<file path="src/rtl/tbird_pkg.sv">
// Shared types and constants for the Thunderbird turn-lever input conditioner.
// Imported by the per-lever debouncer and the arbitrating top level.
package tbird_pkg;

   typedef enum logic [1:0] {
      STABLE_LO = 2'd0,
      WAIT_HI   = 2'd1,
      STABLE_HI = 2'd2,
      WAIT_LO   = 2'd3
   } debounce_state_t;

   typedef enum logic [1:0] {
      OWN_NONE  = 2'd0,
      OWN_LEFT  = 2'd1,
      OWN_RIGHT = 2'd2
   } owner_t;

   localparam int unsigned TBIRD_DEBOUNCE_DEFAULT = 50000;

endpackage

</file>
<file path="src/rtl/tbird_debounce.sv">
// One lever channel: 2-flop synchronizer followed by a four-state debounce FSM
// that accepts a level only after DEBOUNCE_CYCLES consecutive stable samples.
module tbird_debounce
   import tbird_pkg::*;
#(
   parameter int unsigned DEBOUNCE_CYCLES = TBIRD_DEBOUNCE_DEFAULT,
   parameter int unsigned CNT_W           = $clog2(DEBOUNCE_CYCLES + 1)
) (
   input  logic clk,
   input  logic reset,
   input  logic raw,
   output logic level
);

   // The sample that leaves a STABLE state is already the first qualifying one,
   // so the wait state accepts once DEBOUNCE_CYCLES-1 further samples are seen.
   localparam logic [CNT_W-1:0] CNT_LAST = CNT_W'(DEBOUNCE_CYCLES - 1);
   localparam bit               ONE_SHOT = (DEBOUNCE_CYCLES <= 1);

   logic            sync1_q;
   logic            sync2_q;
   debounce_state_t state_q, state_d;
   logic [CNT_W-1:0] cnt_q, cnt_d;

   always_ff @(posedge clk) begin
      if (reset) begin
         sync1_q <= 1'b0;
         sync2_q <= 1'b0;
         state_q <= STABLE_LO;
         cnt_q   <= '0;
      end else begin
         sync1_q <= raw;
         sync2_q <= sync1_q;
         state_q <= state_d;
         cnt_q   <= cnt_d;
      end
   end

   always_comb begin
      state_d = state_q;
      cnt_d   = cnt_q;
      case (state_q)
         STABLE_LO: begin
            if (sync2_q) begin
               if (ONE_SHOT) begin
                  state_d = STABLE_HI;
                  cnt_d   = '0;
               end else begin
                  state_d = WAIT_HI;
                  cnt_d   = CNT_W'(1);
               end
            end
         end
         WAIT_HI: begin
            if (!sync2_q) begin
               state_d = STABLE_LO;
               cnt_d   = '0;
            end else if (cnt_q >= CNT_LAST) begin
               state_d = STABLE_HI;
               cnt_d   = '0;
            end else begin
               cnt_d = cnt_q + CNT_W'(1);
            end
         end
         STABLE_HI: begin
            if (!sync2_q) begin
               if (ONE_SHOT) begin
                  state_d = STABLE_LO;
                  cnt_d   = '0;
               end else begin
                  state_d = WAIT_LO;
                  cnt_d   = CNT_W'(1);
               end
            end
         end
         WAIT_LO: begin
            if (sync2_q) begin
               state_d = STABLE_HI;
               cnt_d   = '0;
            end else if (cnt_q >= CNT_LAST) begin
               state_d = STABLE_LO;
               cnt_d   = '0;
            end else begin
               cnt_d = cnt_q + CNT_W'(1);
            end
         end
         default: begin
            state_d = STABLE_LO;
            cnt_d   = '0;
         end
      endcase
   end

   assign level = (state_q == STABLE_HI) || (state_q == WAIT_LO);

endmodule

</file>
<file path="src/rtl/tbird_switch_conditioner.sv">
// Debounces both turn levers and grants at most one side to the sequencer;
// the first side accepted keeps ownership until its own lever is released.
module tbird_switch_conditioner
   import tbird_pkg::*;
#(
   parameter int unsigned DEBOUNCE_CYCLES = TBIRD_DEBOUNCE_DEFAULT,
   parameter int unsigned CNT_W           = $clog2(DEBOUNCE_CYCLES + 1)
) (
   input  logic clk,
   input  logic reset,
   input  logic left_raw,
   input  logic right_raw,
   output logic left,
   output logic right,
   output logic conflict
);

   logic   deb_l;
   logic   deb_r;
   owner_t owner_q, owner_d;

   tbird_debounce #(
      .DEBOUNCE_CYCLES(DEBOUNCE_CYCLES),
      .CNT_W          (CNT_W)
   ) u_deb_left (
      .clk  (clk),
      .reset(reset),
      .raw  (left_raw),
      .level(deb_l)
   );

   tbird_debounce #(
      .DEBOUNCE_CYCLES(DEBOUNCE_CYCLES),
      .CNT_W          (CNT_W)
   ) u_deb_right (
      .clk  (clk),
      .reset(reset),
      .raw  (right_raw),
      .level(deb_r)
   );

   always_ff @(posedge clk) begin
      if (reset) begin
         owner_q <= OWN_NONE;
      end else begin
         owner_q <= owner_d;
      end
   end

   // Dropping an owner always passes through OWN_NONE, so a still-held
   // opposite lever is granted one cycle after the release.
   always_comb begin
      owner_d = owner_q;
      case (owner_q)
         OWN_NONE: begin
            if (deb_l && !deb_r) begin
               owner_d = OWN_LEFT;
            end else if (deb_r && !deb_l) begin
               owner_d = OWN_RIGHT;
            end
         end
         OWN_LEFT: begin
            if (!deb_l) begin
               owner_d = OWN_NONE;
            end
         end
         OWN_RIGHT: begin
            if (!deb_r) begin
               owner_d = OWN_NONE;
            end
         end
         default: owner_d = OWN_NONE;
      endcase
   end

   assign left     = (owner_q == OWN_LEFT);
   assign right    = (owner_q == OWN_RIGHT);
   assign conflict = deb_l & deb_r;

endmodule

</file>
<file path="config.mk">
export PLATFORM = sky130hd
export DESIGN_NAME = tbird_switch_conditioner
export DESIGN_NICKNAME = d
export VERILOG_FILES = /design/src/rtl/tbird_pkg.sv /design/src/rtl/tbird_debounce.sv /design/src/rtl/tbird_switch_conditioner.sv
export SDC_FILE = /design/constraint.sdc
export NUM_CORES = 1
export LEC_CHECK = 0
export BUFFER_PORTS_ARGS = -buffer_cell sky130_fd_sc_hd__clkbuf_2
export CAP_MARGIN = 0
export CORE_ASPECT_RATIO = 0.75
export CORE_MARGIN = 2
export CORE_UTILIZATION = 24
export DETAILED_ROUTE_END_ITERATION = 16
export HOLD_SLACK_MARGIN = 0.12
export PLACE_DENSITY_LB_ADDON = 0.3
export SETUP_SLACK_MARGIN = 0.15
export SYNTH_ARGS = -nofsm -noshare
export SYNTH_HDL_FRONTEND = slang
export SYNTH_SLANG_ARGS = --single-unit
</file>
<file path="constraint.sdc">
create_clock -name clk -period 2.6 [get_ports clk]
set_input_delay 0.26 -clock clk [delete_from_list [all_inputs] [get_ports clk]]
set_output_delay 0.26 -clock clk [all_outputs]
set_load 0.01 [all_outputs]
</file>
==> results.cfg, run 1 <==
[global_route]
grt_pass1_wl_mm = 7.93
grt.total_usage_pct = 10.0
grt_overflow = 0
grt_pass1_vias = 1684
antenna_found_initial = 0
grt_max_degree = 23

[pwr]
peakVddDrop_mv = 0.255
powerDensity_nw_per_um2 = 567
p_leak_nw = 0.840
power.total_mw = 1.39

[die]
initial_utilization_pct = 24.9
core_um2 = 8490
die_height_um = 85.2
fp.dieArea_um2 = 9570
ioPinCount = 7
rows = 29
die_width_um = 112

[timing]
clock_skew_ns = 0.00515
setup_violations = 0
drv_slew = 0
rsz0062_at_grt = false
fmax_ghz = 0.446
worstMarginPinSlew_ns = 0.720
fin_crit_sh_pct = 86.2
fin_setup_tns_ns = 0
slew_headroom_pct = 51.8
hold_viol_final = 0
min_period_ns = 2.24

[clock_network]
tritoncts = built
hold_buffers = 0
cts_buffer_depth = 2
path_clk_slew_ns = 0.06
cts_max_level = 2
clk_latency_ns = 0.28
clock-sinks = 42
cts_buffers = 5
cts_root_buf = clkbuf_16

[cells_and_area]
drive_above_1_share_pct = 11.2
syn_to_final_growth_pct = 15.8
regArea_um2 = 841
antenna_cells = 0
multiInputGateArea_um2 = 1210
nFillCells = 917
nets = 267

[setup_path]
timing.rr.start = u_deb_left.cnt_q[0]
end_kind = register
cp_data_arrival_time_ns = 2.39
r2r_cells = 7
critPathRequiredTime_ns = 2.74
regToRegSetupSlack_ns = 0.36
worstSetupStartpointType = register
rr_endpoint = u_deb_left.cnt_q[3]
crit_type = reg -> reg
path_max_fanout = 14

[drt]
final_antenna_net_count = 0
vias = 1876
totalWireLength_mm = 4.46
drt-initial-drc-count = 172
dr.pass1.iters = 4
via_per_inst = 5.10
drc = 0
wire_per_inst_um = 12.1

[yosys]
synthTopCellsByArea = dfxtp_1 40%, a31oi_1 4.7%, nand2_1 4.4%
syn-instance-count = 250
syn-cell-area_um2 = 2110
synth.distinct_cells = 47
syn-num-nets = 258
synth_top_area_cell = dfxtp_1
ys_warn_count = 0
synth_edf_count = 0
syn_avg_cell_area_um2 = 8.45
async_flop_share_pct = 0
seq_area_frac_synth_pct = 39.8
synth_top_area_share_pct = 39.8
synth_flop_cell = dfxtp_1
ys_seq_elements = 42

[placed_design]
hpwl_mm = 3.10
place.gp.congestion = 0.830
port_buffers = 6

[outcome]
status = finished clean

[run]
maxCapViolCount = 0

[worst_hold_path]
worstHoldStart = left_raw
whs_path_depth = 2
min_to = u_deb_left.sync1_q
holdCritPathClass = in -> reg
==> layout make-up <==
type | instances | share of cell area (%)
Multi-Input combinational cell | 194 | 49.6
Sequential cell | 42 | 34.4
Clock buffer | 8 | 6.80
Tap cell | 108 | 5.52
Timing Repair Buffer | 12 | 3.07
Inverter | 4 | 0.614
==> worst max-delay path: stages, from the launching register on <==
cell       delay (ns)
dfxtp_1          0.43
ha_1             0.30
nand3_1          0.17
a2111oi_4        0.52
nor4_2           0.18
buf_4            0.22
a41oi_1          0.23
a31oi_1          0.06
==> flip-flops by register name, indices dropped and copies added (netlist names), named ones only <==
name                 flops
u_deb_left.cnt_q        16
u_deb_right.cnt_q       16
owner_q                  2
u_deb_left.state_q       1
u_deb_left.sync1_q       1
u_deb_left.sync2_q       1
u_deb_right.state_q      1
u_deb_right.sync1_q      1
u_deb_right.sync2_q      1
==> layout by cell type (no fill, tap or decap), types with 4 or more instances in the layout <==
| cell | netlist | routed |
|---|---|---|
| dfxtp_1 | 42 | 42 |
| nand2_1 | 25 | 25 |
| nor2_1 | 22 | 22 |
| nand3_1 | 16 | 16 |
| a31oi_1 | 16 | 16 |
| a21oi_1 | 14 | 14 |
| nor3_1 | 10 | 9 |
| o21ai_0 | 9 | 9 |
| nor2b_1 | 7 | 7 |
| a22o_1 | 6 | 6 |
| clkbuf_2 | 0 | 6 |
| buf_4 | 2 | 6 |
| and3_1 | 5 | 5 |
| clkbuf_16 | 0 | 5 |
| inv_1 | 4 | 4 |
| nand4_1 | 4 | 4 |
| or3_1 | 4 | 4 |
| a41oi_1 | 4 | 4 |
| ha_1 | 4 | 4 |
==> worst max-delay path by stage <==
stage / cells after the start / startpoint / end / slack [ns]
2_1_floorplan: 7 / u_deb_left.cnt_q[0] / u_deb_left.cnt_q[5] / 0.67
5_1_grt: 7 / u_deb_left.cnt_q[0] / u_deb_left.cnt_q[3] / 0.15
4_1_cts: 5 / u_deb_right.cnt_q[11] / u_deb_right.cnt_q[8] / 0.21
6_report: 7 / u_deb_left.cnt_q[0] / u_deb_left.cnt_q[3] / 0.36
3_5_place_dp: 5 / u_deb_right.cnt_q[11] / u_deb_right.cnt_q[8] / 0.24
3_3_place_gp: 5 / u_deb_right.cnt_q[11] / u_deb_right.cnt_q[9] / 0.28
==> where the power goes <==
group	internal, mW	switching, mW	total (mW)
logic	0.0199	0.0331	0.0530
registers	0.651	0.00691	0.658
clock network	0.434	0.241	0.676
==> synthesized netlist by cell type (2+ instances only) <==
master and instances:
a211oi_1 2, nor2b_1 7, nor2_1 22, nor3b_1 3, o211ai_1 2, or2b_1 3, nand3b_1 2, nor3_1 10
xnor2_1 2, ha_1 4, and3_1 5, o31ai_1 3, a21oi_1 14, nand2_1 25, xor2_1 3, o21ai_0 9
a41oi_1 4, a21o_1 3, mux2i_1 2, a22o_1 6, nand2b_1 3, a31oi_1 16, buf_4 2, clkbuf_1 6
dfxtp_1 42, nand3_1 16, a22oi_1 3, inv_1 4, nor4_1 3, or3_1 4, nand4_1 4
==> layer usage <==
metal  part of all wire (%)  global-route usage [%]
met1                     54                    15.1
met2                     41                    14.1
met3                    4.0                    1.86
met4                    1.4                    3.66
met5                      0                       0
==> metrics by stage <==
step	area, um2	instances	hold WS [ns]	utilization, %	setup WS, ns
global placement	2260	358	0.421	26.6	0.282
finish	2450	368	0.186	28.8	0.359
detailed placement	2260	358	0.428	26.6	0.236
CTS	2420	366	0.181	28.6	0.211
floorplan	2110	250	0.388	-	0.668
global route	2450	368	0.194	28.8	0.148
==> logic make-up (layout without fill, tap and decap cells) <==
| family | count (synthesis) | after routing | synth area share, % |
|---|---|---|---|
| AND/OR/NAND/NOR | 114 | 114 | 28.7 |
| multiplexers | 2 | 2 | 0.948 |
| XOR/XNOR | 5 | 5 | 2.07 |
| adder cells (fa/ha/maj) | 4 | 4 | 2.37 |
| AO/OA/AOI/OAI | 69 | 69 | 22.9 |
| buffers and inverters | 14 | 24 | 3.26 |
| flip-flops | 42 | 42 | 39.8 |
==> timing repair <==
action	CTS	global route
setup endpoints to repair	0	11
buffers inserted	0	2
endpoints found under the hold margin	0	0
resized for setup	0	1
Note: power is estimated with default switching activity, not from simulation.
==> inputs of run 2 (changes only) <==
Settings changed: CORE_ASPECT_RATIO 0.75 to 2.
==> run 2 against run 1 <==
Largest cell class unchanged. Clock skew about the same. Critical path type unchanged. Combinational power increased by 1%. Largest power group is now sequential cells. Fmax increased by 2.3%. Final cell count decreased by 3.3%.
==> results.cfg, run 2 (synthesized netlist as in run 1, its figures left out) <==
[clock_network]
tritoncts = built
clk_latency_ns = 0.28
cts_buffer_depth = 2
cts_root_buf = clkbuf_16
path_clk_slew_ns = 0.05
clock-sinks = 42
cts_buffers = 5
cts_post_setup_buffers_inserted = 0
cts_max_level = 2
hold_buffers = 0

[setup_path]
end_kind = register
worstSetupStartpointType = register
path_max_fanout = 20
crit_family = compound AO/OA/AOI/OAI gates
crit_path_max_incr_delay_ns = 0.49
slowest_stage = a2111oi_4
path_cells = ha_1 > nand3_1 > a2111oi_4 > nor4_2 > buf_4 > a41oi_1 > a31oi_1
crit_type = reg -> reg
crit_buf_inv = 1
critPathRequiredTime_ns = 2.74
cp_data_arrival_time_ns = 2.33

[placed_design]
port_buffers = 6
hpwl_mm = 3.80
place.gp.congestion = 0.873
placed_area_um2 = 2250

[outcome]
status = finished clean

[drt]
drc = 0
final_antenna_net_count = 0
via_per_inst = 5.28
drt-initial-drc-count = 64
vias = 1878
wire_per_inst_um = 13.9
totalWireLength_mm = 4.97
dr.pass1.iters = 4

[die]
die_height_um = 137
fp.dieArea_um2 = 9610
initial_utilization_pct = 24.6
rows = 48
ioPinCount = 7
core_um2 = 8590
die_width_um = 70.3

[timing]
hold_viol_final = 0
fin_crit_sh_pct = 84.3
setup_violations = 0
worstMarginPinSlew_ns = 0.764
slew_headroom_pct = 48.9
fin_setup_tns_ns = 0
min_period_ns = 2.19
clock_skew_ns = 0.00480
rsz0062_at_grt = false
drv_slew = 0
fmax_ghz = 0.456

[cells_and_area]
final_cell_mix = 42 x dfxtp_1, 25 x nand2_1, 22 x nor2_1
nets = 265
largestRegisters = u_deb_left.cnt_q: 16 flops, u_deb_right.cnt_q: 16 flops, owner_q: 2 flops
mostFrequentLayoutCell = dfxtp_1
nFillCells = 916
syn_to_final_growth_pct = 13.3
antenna_cells = 0
drive_above_1_share_pct = 9.77
final_area_um2 = 2390
multiInputGateArea_um2 = 1210
regArea_um2 = 841
final_util_pct = 27.9

[global_route]
grt_max_degree = 24
grt_pass1_vias = 1871
antenna_found_initial = 0
grt.total_usage_pct = 11.0
grt_overflow = 0
grt_pass1_wl_mm = 8.40

[pwr]
swShare_pct = 20.6
p_int_mw = 1.04
seqPwrFrac_pct = 50.2
powerDensity_nw_per_um2 = 548
p_clk_share_pct = 45.7
peakVddDrop_mv = 0.294
p_comb_share_pct = 4.1
p_leak_nw = 0.814
p_switching_uw = 270

[worst_hold_path]
holdCritPathClass = in -> reg

[run]
maxCapViolCount = 0
run 2: changes by cell type in the layout (fill, tap and decap cells not counted):
| cell | delta |
|---|---|
| clkbuf_8 | -2 |
| buf_4 | -2 |
run 2: power by group through the flow:
| stage | clock [mW] | sequential [mW] | combinational [mW] |
|---|---|---|---|
| 4_1_cts | 0.622 | 0.658 | 0.0540 |
| 2_1_floorplan | 0 | 0.670 | 0.0357 |
| 3_5_place_dp | 0 | 0.672 | 0.0539 |
| 3_3_place_gp | 0 | 0.672 | 0.0542 |
| 5_1_grt | 0.653 | 0.659 | 0.0605 |
| 6_report | 0.600 | 0.658 | 0.0536 |
run 2: through the flow:
| stage | hold WS, ns | setup WS (ns) | power, mW | instances |
|---|---|---|---|---|
| floorplan | 0.388 | 0.668 | 0.706 | 250 |
| global placement | 0.429 | 0.313 | 0.726 | 350 |
| detailed placement | 0.423 | 0.264 | 0.726 | 350 |
| CTS | 0.190 | 0.237 | 1.33 | 356 |
| global route | 0.232 | 0.250 | 1.37 | 356 |
| finish | 0.194 | 0.409 | 1.31 | 356 |
run 2: worst paths after layout:
kind / to / slack (ns) / cells past startpoint / start
worst max-delay path: u_deb_left.cnt_q[3] / 0.41 / 7 / u_deb_left.cnt_q[0]
worst min-delay path: u_deb_right.sync1_q / 0.19 / 2 / right_raw
worst max register to register: u_deb_left.cnt_q[3] / 0.41 / 7 / u_deb_left.cnt_q[0]
worst min register to register: u_deb_right.sync2_q / 0.43 / 1 / u_deb_right.sync1_q
run 2: final cells by class:
type	instances	share of cell area [%]
clock buffers	6	5.80
flip-flops and latches	42	35.1
multi-input cells	194	50.7
repair buffers	10	2.51
inverters	4	0.627
well taps	100	5.23
run 2: per-layer routing:
metal  share of wire [%]  GRT usage, %  up-vias  routed length [um]
met3                 2.4          2.28       14                 118
met2                  57          21.4       29                2830
met4                 3.0          6.30        0                 149
met5                   0             0        -                   0
li1                    -             -      939                   -
met1                  38          10.3      896                1870
run 2: timing repair:
action / 4_1_cts / 5_1_grt
endpoints found under the hold margin: 0 / 0
endpoints found under the setup margin: 0 / 6
gates resized for setup: 0 / 1
